==> config.mk <==
export PLATFORM = sky130hd
export DESIGN_NAME = dilated_tap_cache
export DESIGN_NICKNAME = d
export VERILOG_FILES = /design/src/rtl/dcc_pkg.sv /design/src/rtl/tap_ring_ram.sv /design/src/rtl/dilated_tap_cache.sv
export SDC_FILE = /design/constraint.sdc
export NUM_CORES = 1
export LEC_CHECK = 0
export ABC_AREA = 1
export BUFFER_PORTS_ARGS = -buffer_cell sky130_fd_sc_hd__buf_2
export CORE_UTILIZATION = 52
export CTS_CLUSTER_SIZE = 40
export DETAILED_ROUTE_END_ITERATION = 10
export GPL_TIMING_DRIVEN = 1
export PLACE_DENSITY = 0.75
export SKIP_LAST_GASP = 1
export SLEW_MARGIN = 10
export SYNTH_ARGS = -nofsm -noshare
export SYNTH_HDL_FRONTEND = slang
export SYNTH_SLANG_ARGS = --single-unit
==> constraint.sdc <==
create_clock -name clk -period 2 [get_ports clk]
set_input_delay 0.2 -clock clk [delete_from_list [all_inputs] [get_ports clk]]
set_output_delay 0.2 -clock clk [all_outputs]
set_load 0.01 [all_outputs]
==> src/rtl/dcc_pkg.sv <==
// Shared definitions for the dilated tap cache and the dot-product stage it feeds.
package dcc_pkg;

    localparam int TAPS     = 8;
    localparam int SAMPLE_W = 16;

    typedef enum logic [1:0] {
        IDLE,
        READ,
        CAPTURE,
        DONE
    } state_t;

    typedef logic signed [SAMPLE_W-1:0] sample_t;

endpackage

==> src/rtl/tap_ring_ram.sv <==
// DEPTH x W ring storage: one write port, one read port with registered (1-cycle) data.
module tap_ring_ram #(
    parameter int W     = 16,
    parameter int DEPTH = 8,
    parameter int AW    = 3
) (
    input  logic          clk,
    input  logic          we,
    input  logic [AW-1:0] waddr,
    input  logic [W-1:0]  wdata,
    input  logic [AW-1:0] raddr,
    output logic [W-1:0]  rdata
);

    logic [W-1:0] mem [DEPTH];

    always_ff @(posedge clk) begin
        if (we) begin
            mem[waddr] <= wdata;
        end
        rdata <= mem[raddr];
    end

endmodule

==> src/rtl/dilated_tap_cache.sv <==
// Dilated 8-tap window builder over a causal sample ring; optional history flush via DILATED_TAP_CACHE_FLUSH_EN.
// state   | meaning
// IDLE    | ready for a sample (or a flush)
// READ    | issue ring read for tap k, capture tap k-1 from the previous read
// CAPTURE | capture tap 7
// DONE    | out_v pulse, advance write pointer
module dilated_tap_cache
    import dcc_pkg::*;
#(
    parameter int W        = 16,
    parameter int DILATION = 1
) (
    input  logic                clk,
    input  logic                rst,
    input  logic signed [W-1:0] in_sample,
    input  logic                in_v,
`ifdef DILATED_TAP_CACHE_FLUSH_EN
    input  logic                flush,
`endif
    output logic                in_ready,
    output logic signed [W-1:0] a_d0,
    output logic signed [W-1:0] a_d1,
    output logic signed [W-1:0] a_d2,
    output logic signed [W-1:0] a_d3,
    output logic signed [W-1:0] a_d4,
    output logic signed [W-1:0] a_d5,
    output logic signed [W-1:0] a_d6,
    output logic signed [W-1:0] a_d7,
    output logic                out_v
);

    localparam int DEPTH = 7 * DILATION + 1;
    localparam int PW    = $clog2(DEPTH + 1);
    localparam int RAW   = $clog2(DEPTH);

    state_t              state;
    logic [2:0]          k;
    logic [PW-1:0]       wptr;
    logic [PW-1:0]       count;
    logic                ready_q;
    logic signed [W-1:0] win [TAPS];

    logic                flush_i;
    logic                accept;
    logic [2:0]          cap_k;
    logic                cap_zero;
    logic [PW-1:0]       rd_off;
    logic [RAW-1:0]      raddr;
    logic [W-1:0]        rdata;

`ifdef DILATED_TAP_CACHE_FLUSH_EN
    assign flush_i = flush;
`else
    assign flush_i = 1'b0;
`endif

    function automatic logic [PW-1:0] tap_off(input logic [2:0] t);
        return PW'(int'(t) * DILATION);
    endfunction

    assign in_ready = ready_q & ~flush_i;
    assign accept   = (state == IDLE) && in_v && !flush_i;

    // Wrap without a modulo: wptr + DEPTH - off may overflow PW bits, but the true result is < DEPTH.
    assign rd_off = tap_off(k);
    assign raddr  = (wptr >= rd_off) ? RAW'(wptr - rd_off)
                                     : RAW'(wptr + PW'(DEPTH) - rd_off);

    assign cap_k    = (state == CAPTURE) ? 3'd7 : (k - 3'd1);
    assign cap_zero = (tap_off(cap_k) >= count);

    tap_ring_ram #(
        .W     (W),
        .DEPTH (DEPTH),
        .AW    (RAW)
    ) u_ram (
        .clk   (clk),
        .we    (accept),
        .waddr (RAW'(wptr)),
        .wdata (in_sample),
        .raddr (raddr),
        .rdata (rdata)
    );

    always_ff @(posedge clk) begin
        if (rst) begin
            state   <= IDLE;
            k       <= 3'd0;
            wptr    <= '0;
            count   <= '0;
            ready_q <= 1'b1;
            out_v   <= 1'b0;
            for (int i = 0; i < TAPS; i++) begin
                win[i] <= '0;
            end
        end else begin
            case (state)
                IDLE: begin
                    out_v <= 1'b0;
                    if (flush_i) begin
                        count <= '0;
                    end else if (in_v) begin
                        count   <= (count == PW'(DEPTH)) ? count : count + 1'b1;
                        k       <= 3'd0;
                        ready_q <= 1'b0;
                        state   <= READ;
                    end
                end
                READ: begin
                    if (k != 3'd0) begin
                        win[cap_k] <= cap_zero ? '0 : rdata;
                    end
                    if (k == 3'd7) begin
                        state <= CAPTURE;
                    end else begin
                        k <= k + 3'd1;
                    end
                end
                CAPTURE: begin
                    win[cap_k] <= cap_zero ? '0 : rdata;
                    out_v      <= 1'b1;
                    state      <= DONE;
                end
                DONE: begin
                    out_v   <= 1'b0;
                    wptr    <= (wptr == PW'(DEPTH - 1)) ? '0 : wptr + 1'b1;
                    ready_q <= 1'b1;
                    state   <= IDLE;
                end
                default: state <= IDLE;
            endcase
        end
    end

    assign a_d0 = win[0];
    assign a_d1 = win[1];
    assign a_d2 = win[2];
    assign a_d3 = win[3];
    assign a_d4 = win[4];
    assign a_d5 = win[5];
    assign a_d6 = win[6];
    assign a_d7 = win[7];

endmodule

==> Yosys cells after proc, flatten, opt, wreduce, memory -nomap -nowiden <==
Memory sizes are Yosys's and may differ from the RTL's. A register that Yosys moved wholly into a read port is not among the register bits.
Index checks and enable logic that the tools add are counted.
{ "word_totals": {"wordCells": 68, "register_bits": 15, "ramBits": 256, "mem_count": 2, "out_inout_bits": 130} }
{ "op_classes": {"n_eq_ne": 9, "bitwise": 2, "reduce_logical": 12, "muxes": 28, "order_cmp": 2, "addsub": 7} }
{ "memory_table": {"columns": ["memory", "depth", "word_bits", "read_ports", "rd_clocked_by_memory_dff", "write_ports", "line_no", "rtl"], "rows": [
  ["u_ram.mem", 8, 16, 1, 1, 1, "tap_ring_ram.sv:15", "logic [W-1:0] mem [DEPTH];"],
  ["win", 8, 16, 8, 0, 8, "dilated_tap_cache.sv:41", "logic signed [W-1:0] win [TAPS];"]
]} }
{ "ops": {"columns": ["operator", "n"], "rows": [
  ["16-bit 2-to-1 mux", 3],
  ["16-bit OR reduction", 1],
  ["3-bit 2-to-1 mux", 5],
  ["1-bit 2-to-1 mux", 13],
  ["4-bit by 1-bit adder with 4-bit output (second input constant)", 2],
  ["2-bit case mux with 4 select lines", 1],
  ["3-bit by 1-bit adder with 3-bit output (second input constant)", 2],
  ["2-bit inequality test (second input constant)", 3],
  ["3-bit case mux with 2 select lines", 1],
  ["3-bit AND reduction", 2],
  ["2-bit nonzero test", 3],
  ["3-bit subtractor", 2],
  ["2-bit equality test (second input constant)", 2],
  ["4-bit by 3-bit equality test with 1-bit output (second input constant)", 1],
  ["4-bit equality test (second input constant)", 1],
  ["3-bit by 4-bit greater-or-equal comparator with 1-bit output", 1],
  ["4-bit by 3-bit greater-or-equal comparator with 1-bit output", 1],
  ["2-bit 2-to-1 mux", 2],
  ["4-bit 2-to-1 mux", 1],
  ["1-bit case mux with 2 select lines", 2],
  ["2-bit AND reduction", 2],
  ["3-bit equality test (second input constant)", 1],
  ["3-bit nonzero test", 1],
  ["3-bit by 1-bit subtractor with 3-bit output (second input constant)", 1],
  ["other kinds (6)", 6]
]} }

==> Depth between registers and ports, before layout <==
Gate-level depths: netlist of the first run.
{ "logic_depth": {"depth_word": 8, "mapped_depth": 12, "mapped_depth_nobuf": 11} }

==> Modules after synthesis <==
A second synthesis of the first run with hierarchy kept.
{ "hier_totals": {"cells_unflattened": 1034, "hier_area_um2": 11683.7} }
{ "modules_own_cells": {"columns": ["module", "seq_area_each_um2", "instances", "cells_each", "area_per_inst_um2"], "rows": [
  ["tap_ring_ram", 4164.0, 1, 587, 5989.5],
  ["dilated_tap_cache", 4144.0, 1, 447, 5694.2]
]} }

==> Worst setup path before layout of the first run <==
No wires, ideal clock.
{ "synth_path": {"kind": "register to register", "from": "reg k[0]", "to": "mem win[0][10] (data pin)", "synth_period_minus_slack_ps": 2220, "required_ps": 1743, "slack_ps": -220, "path_stages_with_launch": 13, "t_arrival_ps": 1963, "n_path_buf": 1, "path_cell_list": "dfxtp_1 inv_2 ha_1 inv_2 nor2_1 inv_2 ha_1 inv_1 o21bai_1 nand2_1 buf_6 nand4_4 nor2_1"} }
{ "synth_lines": {"columns": ["item", "line_no", "rtl"], "rows": [
  ["start: declaration", "dilated_tap_cache.sv:37", "logic [2:0] k;"],
  ["start signal: assignment", "dilated_tap_cache.sv:116", "k <= k + 3'd1;"],
  ["end: declaration", "dilated_tap_cache.sv:41", null]
]} }

==> metrics.md, run 1 <==
| Metric | Value |
|---|---|
| Status | finished with violations |
| Failing checks | setup timing |
| H-tree Lvls | 1 |
| Detailed-route via count | 7,604 |
| Share of layout cells above drive strength 1 | 33.7% |
| Num CTS Buffers | 28 |
| Nets@finish | 1,176 |
| Clock root buffer | clkbuf_16 |
| Ratio of final minimum period to clock period | 111% |
| Post-Synth XOR/XNOR Area | 0.221% |
| Rel. slew slack | 65.8% |
| Cell Pwr Density | 1370 mW/mm2 |
| Num rows | 53 |
| Crit start category | register |
| Largest net degree at the start of global routing | 65 |
| Crit-path cells | inv_4 -> ha_4 -> inv_2 -> nor2_4 -> inv_2 -> ha_4 -> inv_2 -> o21bai_1 -> nand2_2 -> buf_12 -> buf_12 -> nand4_4 -> nor2_1 |
| Cell internal pwr | 13.4 mW |
| Crit path top cell by count | inv_2 |
| Crit path kind | reg2reg |
| Setup Skew | 0.0194 ns |
| Worst Slack Setup Final | -0.216 ns |
| Leak | 5.67 nW |
| Post-synthesis compound-gate area fraction | 3.72% |
| Die Area | 0.0223 mm2 |
| Core area | 0.0212 mm2 |
| Die width | 149 um |
| Reg2reg start | k[1] |
| I/O pins | 149 |
| Worst EP required | 2.29 ns |
| Most frequent cells in the layout | edfxtp_1 (256), nor2_1 (219), buf_2 (148), nand2_1 (122), nor2_2 (65) |
| Syn Std Cell Area | 0.0113 mm2 |
| Vias in the first global route | 7,276 |
| Clk_lat worst skew | 0.54 ns |
| Post-Place Setup Slack | -0.211 ns |
| Final Max Tran Viols | 0 |
| TritonRoute pass-1 iters | 7 |
| Largest family of logic cells by synthesized area | simple AND/OR/NAND/NOR gates |
| Endpoints failing setup | 142 |
| Syn Nets | 943 |
| Clk slew on worst S/H paths | 0.06 ns |
| VDD IR max | 884 uV |
| Fin util | 69.3% |
| Sequential power share | 37.2% |
| Clock network power share | 28.1% |
| Hold Path Class | in2reg |
| Filler instances | 1,377 |
| Fmax | 451 MHz |
| Ys async rst share | 0% |
| Grt total ovfl | 0 |
| # diodes | 0 |
| PortBufs | 148 |
| Critical path fanouts, max | 8 |
| Post-Synth Adder-Cell Area | 1.84% |
| Tot GR Track Use | 22.6% |
| Initial core utilization | 53.5% |
| Crit end category | register |
| Synthesized flop and latch total | 287 |
| Initial antenna violation count | 0 |
| First-pass GRT wire length | 38,400 um |
| NetSw | 6.62 mW |
| Logic pwr share | 34.7% |
| RSZ-0062 raised after global routing | true |
| CP arrival | 2.51 ns |
| HPWL after DPL | 15,800 um |
| DRT iter0 DRCs | 543 |
| Worst-Margin Slew | 0.512 ns |
| EDFF count, synth | 256 |
| Vias per cell | 5.29 |
| Simple-gate share of the synthesized area | 18.0% |
| Syn-to-layout area delta | 29.6% |
| Synth warn | 0 |
| Clock buffer depth | 3 |
| Final hold violation count | 0 |
| Worst setup path start | k[1] |
| Most common cell after layout, fill and taps aside | edfxtp_1 |
| Switching portion of total power | 33.0% |
| Non-Filler Instances | 1,438 |
| Register area share after synthesis | 73.5% |
| Synth cell types | 32 |
| Die span in y | 149 um |
| GPL Wtd Cong | 0.788 |
| Post-Route WL | 25,800 um |
| Max cap viols | 0 |
| Routed Antenna Nets | 0 |
| Worst Hold Launch | rst |
| Post-route DRC violation count | 0 |
| Avg Synthesized Cell Area | 12.5 um2 |
| Clock Sinks | 287 |
| R2R Setup Slk | -0.22 ns |
| Critical path's slowest cell | dfxtp_2 |
| Ys flop type | edfxtp_1 |
| Placed cell count | 1,357 |
| TNS Setup | -21.00 ns |
| Max stage delay on crit path | 0.35 ns |
| CTS tree | done |
| Post-Synthesis Cells | 908 |
| WL per Instance | 18.0 um |
| Final min period | 2.22 ns |
| Design area | 0.0147 mm2 |
| Placed cell area | 0.0131 mm2 |
| Proportion of synthesized area in mux cells | 0% |
[final timing paths]
path	endpoint	depth (start not counted)
worst max-delay path	win[5][10]	13
worst min-delay path	k[1]	3
worst max register to register	win[5][10]	13
worst min register to register	in_ready	2
[repair_timing]
action	4_1_cts	5_1_grt
hold buffers	18	0
endpoints found under the hold margin	132	0
pin swaps	17	15
cloned	1	4
resized for setup	20	47
setup endpoints to repair	144	187
buffers inserted	4	2
[flip-flops by register name, indices dropped and copies added (netlist names)]
register	flops
u_ram.rdata	16
out_v	1
k	3
count	4
win	128
u_ram.mem	128
in_ready	1
state	2
wptr	4
[metal layers]
layer  part of all wire [%]  routed length, um  GRT usage (%)
met1                     39              10100           27.6
met2                     51              13100           40.9
met3                    7.7               1980           3.35
met4                    2.6                663           7.35
met5                      0                  0              0
[critical path, delay by kind of cell (launching register included)]
family | cells | cell delay [ns]
and+or+nand+nor | 4 | 0.43
DFF | 1 | 0.35
adders and majority gates | 2 | 0.53
buffers and inverters | 6 | 0.46
AOI/OAI and AO/OA | 1 | 0.18
[cell families after synthesis]
group                    count (synthesis)
buffers and inverters                   67
AO/OA/AOI/OAI                           82
XOR/XNOR                                 2
AND/OR/NAND/NOR                        454
flip-flops                             287
adder cells (fa/ha/maj)                 16
[power by group through the flow]
stage | registers (mW) | clock network (mW) | logic [mW]
CTS | 7.46 | 5.67 | 6.48
floorplan | 7.61 | 0 | 3.72
detailed placement | 7.58 | 0 | 6.10
global placement | 7.56 | 0 | 5.93
finish | 7.47 | 5.63 | 6.96
global route | 7.51 | 5.89 | 7.64
[cell type report]
class | count | area (um2) | share of cell area [%]
flip-flops and latches | 287 | 8310 | 56.7
inverters | 32 | 130 | 0.888
clock inverters | 18 | 239 | 1.63
multi-input cells | 554 | 2890 | 19.7
well taps | 275 | 344 | 2.35
clock buffers | 34 | 773 | 5.28
repair buffers | 238 | 1960 | 13.4
[cells in the mapped netlist (8+ instances only)]
master,count,area (um2)
o21ai_0,71,355
nor2_1,266,998
nand4_4,10,213
buf_2,18,90.1
nor2_2,19,119
inv_2,9,33.8
nand2_1,128,480
nand2_2,10,62.6
dfxtp_1,31,621
ha_1,15,188
clkbuf_1,8,30.0
edfxtp_1,256,7690
inv_1,22,82.6
[per-stage QoR]
step | power, mW | hold WS (ns)
finish | 20.1 | 0.396
global route | 21.0 | 0.413
CTS | 19.6 | 0.382
detailed placement | 13.7 | 0.428
global placement | 13.5 | 0.428
floorplan | 11.3 | 0.272
No activity file was read; power rests on OpenSTA's default activity.
==> inputs of run 2 (changes only) <==
--- a/config.mk
+++ b/config.mk
@@ -5,14 +5,12 @@
 export SDC_FILE = /design/constraint.sdc
 export NUM_CORES = 1
 export LEC_CHECK = 0
-export ABC_AREA = 1
 export BUFFER_PORTS_ARGS = -buffer_cell sky130_fd_sc_hd__buf_2
-export CORE_UTILIZATION = 52
+export CORE_UTILIZATION = 40
 export CTS_CLUSTER_SIZE = 40
 export DETAILED_ROUTE_END_ITERATION = 10
 export GPL_TIMING_DRIVEN = 1
-export PLACE_DENSITY = 0.75
-export SKIP_LAST_GASP = 1
+export PLACE_DENSITY = 0.6
 export SLEW_MARGIN = 10
 export SYNTH_ARGS = -nofsm -noshare
 export SYNTH_HDL_FRONTEND = slang
==> metrics.md, run 2 <==
| Metric | Value |
|---|---|
| Die span in y | 168 um (+12%) |
| Tot GR Track Use | 19.7% (-2.9 points) |
| Die Area | 0.0282 mm2 (+26%) |
| Die width | 168 um (+12%) |
| CTS tree | done |
| Post-Route WL | 27,100 um (+5.1%) |
| Clock root buffer | clkbuf_16 |
| Routed Antenna Nets | 0 (unchanged) |
| WL per Instance | 21.3 um (+19%) |
| Synth top area share | 69.9% (+1.9 points) |
| Hold_ws | 0.0874 ns (-0.309 ns) |
| Leak | 5.48 nW (-3.3%) |
| Syn Std Cell Area | 0.0110 mm2 (-2.7%) |
| Simple-gate share of the synthesized area | 9.84% (-8.2 points) |
| Crit-path cells | inv_8 -> ha_4 -> xor2_2 -> or2_4 -> ha_4 -> inv_4 -> a2111oi_4 -> buf_4 -> nor4b_4 -> buf_12 -> and2_1 |
| FF/Latch Area | 0.00832 mm2 (about the same) |
| Most frequent cells in the layout | edfxtp_1 (256), buf_2 (148), nor2_1 (73), buf_4 (60), mux4_2 (32) |
| Syn Nets | 678 (-28%) |
| Share of layout cells above drive strength 1 | 49.0% (+15 points) |
| Crit path kind | reg2reg |
| Vias per cell | 5.06 (-4.2%) |
| VDD IR max | 924 uV (+4.6%) |
| I/O pins | 149 (unchanged) |
| Ys flop type | edfxtp_1 |
| Avg Synthesized Cell Area | 17.1 um2 (+37%) |
| Hold Path Class | in2reg |
| Post-Synth Adder-Cell Area | 1.89% (+0.051 points) |
| First-pass GRT wire length | 41,100 um (+7.2%) |
| Fmax | 425 MHz (-5.7%) |
| Ys async rst share | 0% (unchanged) |
| Post-Synth XOR/XNOR Area | 0.557% (+0.34 points) |
| Critical path fanouts, max | 16 (+8) |
| Clock Sinks | 287 (unchanged) |
| Num rows | 60 (+13%) |
| Crit path top cell by count | ha_4 |
| Worst Slack Setup Final | -0.350 ns (-0.135 ns) |
| Final hold violation count | 0 (unchanged) |
| Clk_lat worst skew | 0.55 ns (about the same) |
| Post-synthesis compound-gate area fraction | 1.09% (-2.6 points) |
| Largest net degree at the start of global routing | 30 (-54%) |
| Vias in the first global route | 6,853 (-5.8%) |
| Worst EP required | 2.28 ns (about the same) |
| Largest family of logic cells by synthesized area | simple AND/OR/NAND/NOR gates |
| Ranking of synthesized cells by area | edfxtp_1 (70%), mux4_2 (6.6%), dfxtp_1 (5.6%), nor2_1 (2.8%), mux2_2 (1.7%) |
| Setup Skew | 0.0214 ns (+0.00199 ns) |
| Final min period | 2.35 ns (+0.135 ns) |
| DRT iter0 DRCs | 611 (+13%) |
| Post-Synthesis Cells | 643 (-29%) |
| Filler instances | 2,085 (+51%) |
| Status | finished with violations |
| Crit end category | register |
| Synth cell types | 42 (+31%) |
| Placed cell area | 0.0130 mm2 (-0.68%) |
| Initial antenna violation count | 0 (unchanged) |
| Syn-to-layout area delta | 35.6% |
| Total Power | 17.2 mW (-14%) |
| Core area | 0.0270 mm2 (+27%) |
| Crit start category | register |
| RSZ-0062 raised after global routing | true |
| Fin util | 55.4% (-14 points) |
| Worst-Margin Slew | 0.346 ns (-0.166 ns) |
| Most common cell after layout, fill and taps aside | edfxtp_1 |
| Ratio of final minimum period to clock period | 118% (+6.7 points) |
| Num CTS Buffers | 28 (unchanged) |
| Critical path's slowest cell | dfxtp_4 |
| Clk slew on worst S/H paths | 0.06 ns (about the same) |
| H-tree Lvls | 1 (unchanged) |
| Largest regs | u_ram.mem: 128 flops, win: 128 flops, u_ram.rdata: 16 flops |
| HPWL after DPL | 17,300 um (+9.9%) |
| PortBufs | 148 (unchanged) |
| Cell taking the most area after synthesis | edfxtp_1 |
| Design area | 0.0149 mm2 (+1.8%) |
| Post-route DRC violation count | 0 (unchanged) |
| Cell Pwr Density | 1150 mW/mm2 (-16%) |
| Failing checks | setup timing |
| # diodes | 0 (unchanged) |
| Most instantiated cells after synthesis | edfxtp_1 (256), nor2_1 (81), mux4_2 (32), dfxtp_1 (31) |
| Endpoints failing setup | 240 (+69%) |
| GPL Wtd Cong | 0.839 (+6.4%) |
| Max cap viols | 0 (unchanged) |
| TNS Setup | -49.86 ns (-28.86 ns) |
| Synth warn | 0 (unchanged) |
| Rel. slew slack | 76.8% (+11 points) |
| Area occupied by multi-input gates | 0.00300 mm2 (+3.7%) |
| CP arrival | 2.63 ns (+0.12 ns) |
| Nets@finish | 947 (-19%) |
| Initial core utilization | 40.8% (-13 points) |
| Register area share after synthesis | 75.5% (+2.1 points) |
| Max stage delay on crit path | 0.39 ns (+0.04 ns) |
| Final Max Tran Viols | 0 (unchanged) |
| Proportion of synthesized area in mux cells | 8.84% (+8.8 points) |
| EDFF count, synth | 256 (unchanged) |
| Count leader, synth | edfxtp_1 |
| Synthesized flop and latch total | 287 (unchanged) |
| Detailed-route via count | 6,451 (-15%) |
| TritonRoute pass-1 iters | 5 (-2) |
| Grt total ovfl | 0 (unchanged) |
| Clock buffer depth | 3 (unchanged) |
[run 2: changes by cell type after synthesis, moves of 10 or more]
cell	before	now
nor3_1	2	30
nand2_2	10	0
nand2_1	128	22
inv_1	22	11
clkbuf_1	8	18
nand4_4	10	0
mux2_2	0	17
mux4_2	0	32
o21ai_0	71	1
and2_1	0	30
nor2_1	266	81
[run 2: cell families after synthesis]
kind of cell,Yosys count
flip-flops,287
AO/OA/AOI/OAI,17
AND/OR/NAND/NOR,213
XOR/XNOR,7
adder cells (fa/ha/maj),16
buffers and inverters,48
multiplexers,55
[run 2: through the flow]
| stage | setup slack [ns] | std cells |
|---|---|---|
| after floorplan | -0.533 | 643 |
| after global placement | -0.343 | 1171 |
| after detailed placement | -0.425 | 1171 |
| after CTS | -0.332 | 1274 |
| after global routing | -0.432 | 1274 |
| final | -0.350 | 1274 |
[run 2: per-layer routing]
layer	routed length (um)	up-vias	GRT usage (%)
met1	10600	3209	23.0
met3	1470	51	3.48
met4	754	0	6.30
met5	0	-	0
li1	-	2945	-
met2	14300	246	36.6
[run 2: final cells by class]
cell class	count	share of cell area [%]
clock buffers	38	5.29
clock inverters	13	0.612
inverters	12	0.386
multi-input cells	311	20.1
flip-flops and latches	287	55.7
well taps	341	2.86
repair buffers	272	15.0
[run 2: report_power, final]
group / switching, mW / total [mW] / internal [mW]
Sequential: 0.340 / 7.42 / 7.08
Clock: 2.13 / 5.01 / 2.88
Combinational: 2.29 / 4.75 / 2.46
[run 2: final timing paths]
| check | startpoint | slack [ns] | end | cells past startpoint |
|---|---|---|---|---|
| setup reg to reg | k[0] | -0.35 | win[1][4] | 11 |
| setup / recovery | k[0] | -0.35 | win[1][4] | 11 |
| hold / removal | in_v | 0.09 | count[2] | 4 |
| hold reg to reg | wptr[3] | 0.48 | wptr[3] | 2 |
[run 2: critical path: cells and delay by family, from the launching register on]
| kind | cells | cell delay, ns |
|---|---|---|
| and+or+nand+nor | 3 | 0.45 |
| buffers and inverters | 4 | 0.44 |
| adders and majority gates | 2 | 0.43 |
| DFF | 1 | 0.39 |
| AOI/OAI and AO/OA | 1 | 0.24 |
| xor gates and xnor gates | 1 | 0.15 |
[run 2: what timing repair did]
| action | in CTS | in global routing |
|---|---|---|
| pin swaps | 21 | 7 |
| hold endpoints to repair | 128 | 0 |
| gates resized for setup | 93 | 24 |
| buffers inserted | 28 | 2 |
| endpoints found under the setup margin | 272 | 338 |
| hold buffers | 16 | 0 |
| cloned | 11 | 0 |
==> inputs of run 3 (changes only) <==
--- a/config.mk
+++ b/config.mk
@@ -11,6 +11,7 @@
 export DETAILED_ROUTE_END_ITERATION = 10
 export GPL_TIMING_DRIVEN = 1
 export PLACE_DENSITY = 0.6
+export REMOVE_ABC_BUFFERS = 1
 export SLEW_MARGIN = 10
 export SYNTH_ARGS = -nofsm -noshare
 export SYNTH_HDL_FRONTEND = slang
==> metrics.md, run 3 (same netlist as run 2, synthesis figures left out) <==
| Metric | Value |
|---|---|
| Status | finished with violations |
| Failing checks | setup timing |
| Routed Antenna Nets | 0 (unchanged) |
| Detailed-route via count | 6,255 (-3.0%) |
| Post-route DRC violation count | 0 (unchanged) |
| Clk_lat worst skew | 0.56 ns (about the same) |
| Cell Pwr Density | 1160 mW/mm2 (+0.73%) |
| Crit start category | register |
| Fin util | 54.0% (-1.3 points) |
| CP arrival | 2.80 ns (+0.17 ns) |
| Final min period | 2.38 ns (+0.0281 ns) |
| VDD IR max | 761 uV (-18%) |
| Max stage delay on crit path | 0.59 ns (+0.20 ns) |
| Ratio of final minimum period to clock period | 119% (+1.4 points) |
| Hold Path Class | in2reg |
| Worst-Margin Slew | 0.390 ns (+0.0440 ns) |
| GPL Wtd Cong | 0.808 (-3.7%) |
| Final Max Tran Viols | 0 (unchanged) |
| CTS tree | done |
| Clock buffer depth | 3 (unchanged) |
| Largest regs | u_ram.mem: 128 flops, win: 128 flops, u_ram.rdata: 16 flops |
| Clock Sinks | 287 (unchanged) |
| Fmax | 420 MHz (-1.2%) |
| DRT iter0 DRCs | 481 (-21%) |
| Routed wl met2 | 12,000 um (-16%) |
| TNS Setup | -57.44 ns (-7.58 ns) |
| Worst Slack Setup Final | -0.378 ns (-0.0281 ns) |
| Setup Skew | 0.0134 ns (-0.00802 ns) |
| Core area | 0.0270 mm2 (unchanged) |
| Leak | 5.35 nW (-2.4%) |
| Share of layout cells above drive strength 1 | 47.3% (-1.7 points) |
| Initial antenna violation count | 1 (+1) |
| Worst EP required | 2.42 ns (+0.14 ns) |
| Final hold violation count | 0 (unchanged) |
| Clk slew on worst S/H paths | 0.06 ns (about the same) |
| Vias per cell | 4.93 (-2.7%) |
| Non-Filler Instances | 1,270 (-0.31%) |
| Crit end category | register |
| PortBufs | 148 (unchanged) |
| Critical path's slowest cell | or4_4 |
| RSZ-0062 raised after global routing | true |
| Nets@finish | 940 (-0.74%) |
| Vias in the first global route | 6,371 (-7.0%) |
| Hold_ws | 0.0770 ns (-0.0103 ns) |
| Grt total ovfl | 0 (unchanged) |
| Largest net degree at the start of global routing | 33 (+10%) |
| WL per Instance | 19.5 um (-8.4%) |
| TritonRoute pass-1 iters | 7 (+2) |
| Most frequent cells in the layout | edfxtp_1 (256), buf_2 (150), buf_4 (60), nor2_1 (51), nor2_2 (38) |
| Crit-path cells | inv_2 -> ha_2 -> buf_6 -> buf_4 -> or4_4 -> buf_2 -> or3_4 -> nor2_2 |
| Syn-to-layout area delta | 32.4% |
| Post-Place Setup Slack | -0.561 ns (-0.136 ns) |
| CP bufs+invs | 4 (unchanged) |
| I/O pins | 149 (unchanged) |
| Design area | 0.0146 mm2 (-2.4%) |
| Placed cell area | 0.0129 mm2 (-1.1%) |
| Initial core utilization | 40.8% (unchanged) |
| Max cap viols | 0 (unchanged) |
| Clock root buffer | clkbuf_16 |
| First-pass GRT wire length | 37,900 um (-7.7%) |
| Die Area | 0.0282 mm2 (unchanged) |
| Critical path fanouts, max | 8 (-8) |
| Endpoints failing setup | 240 (unchanged) |
| Most common cell after layout, fill and taps aside | edfxtp_1 |
| Num rows | 60 (unchanged) |
| Post-Route M1 WL | 10,600 um (about the same) |
| Post-Route WL | 24,800 um (-8.6%) |
| Tot GR Track Use | 17.6% (-2.1 points) |
| Num CTS Buffers | 29 (+3.6%) |
| Die width | 168 um (unchanged) |
| Die span in y | 168 um (unchanged) |
| Crit path max-delay family | simple AND/OR/NAND/NOR gates |
| Total Power | 16.9 mW (-1.7%) |
| Top layer reached by signal wires | met4 |
| Metal3 WL | 1520 um (+3.3%) |
| Rel. slew slack | 73.9% (-2.9 points) |
| Crit path kind | reg2reg |
| HPWL after DPL | 16,400 um (-5.5%) |
| Placed cell count | 1,179 (+0.68%) |
| H-tree Lvls | 1 (unchanged) |
==> run 3: cell types whose count changed in the layout (fill, tap and decap cells not counted), moves of 4 or more <==
| cell | previous run | this run |
|---|---|---|
| nor2_1 | 73 | 51 |
| ha_4 | 7 | 3 |
| mux2_4 | 16 | 0 |
| buf_12 | 27 | 20 |
| buf_16 | 5 | 1 |
| and2_1 | 11 | 17 |
| buf_6 | 11 | 15 |
| nor2_2 | 18 | 38 |
| and2_4 | 19 | 13 |
| mux2_2 | 1 | 17 |
| nor3_1 | 10 | 26 |
| nor3_2 | 20 | 4 |
==> run 3: final timing paths <==
path | startpoint | end | slack (ns) | cells after the start
worst min-delay path | in_v | count[2] | 0.08 | 4
worst max register to register | state[0] | win[2][8] | -0.38 | 8
worst min register to register | wptr[3] | wptr[3] | 0.48 | 2
worst max-delay path | state[0] | win[2][8] | -0.38 | 8
==> run 3: metal layers <==
metal | vias to the layer above | track usage, %
met2 | 247 | 29.4
met1 | 3041 | 23.8
met3 | 39 | 2.87
met4 | 0 | 5.27
li1 | 2928 | -
met5 | - | 0
==> run 3: final cells by class <==
| cell class | count | area, um2 |
|---|---|---|
| Antenna cell | 1 | 2.50 |
| Clock buffer | 38 | 831 |
| Clock inverter | 16 | 146 |
| Fill cell | 2106 | 12400 |
| Inverter | 12 | 50.0 |
| Multi-Input combinational cell | 309 | 2760 |
| Sequential cell | 287 | 8310 |
| Tap cell | 341 | 427 |
| Timing Repair Buffer | 266 | 2030 |
==> run 3: worst min-delay path: cells and delay by family <==
kind                      cells  cell delay, ns
xor gates and xnor gates      1            0.07
and+or+nand+nor               2            0.18
buffers and inverters         1            0.14
==> run 3: what timing repair did <==
action | CTS | global route
endpoints found under the hold margin | 128 | 0
gates resized for setup | 54 | 49
buffers inserted | 9 | 7
setup endpoints to repair | 272 | 311
gates cloned | 4 | 3
pin swaps | 22 | 19
hold buffers | 16 | 0
==> run 3: power by group <==
part / leakage [nW] / switching [mW] / total (mW) / internal (mW)
logic: 2.13 / 2.09 / 4.09 / 2.00
clock network: 0.478 / 2.26 / 5.44 / 3.19
registers: 2.74 / 0.277 / 7.35 / 7.07
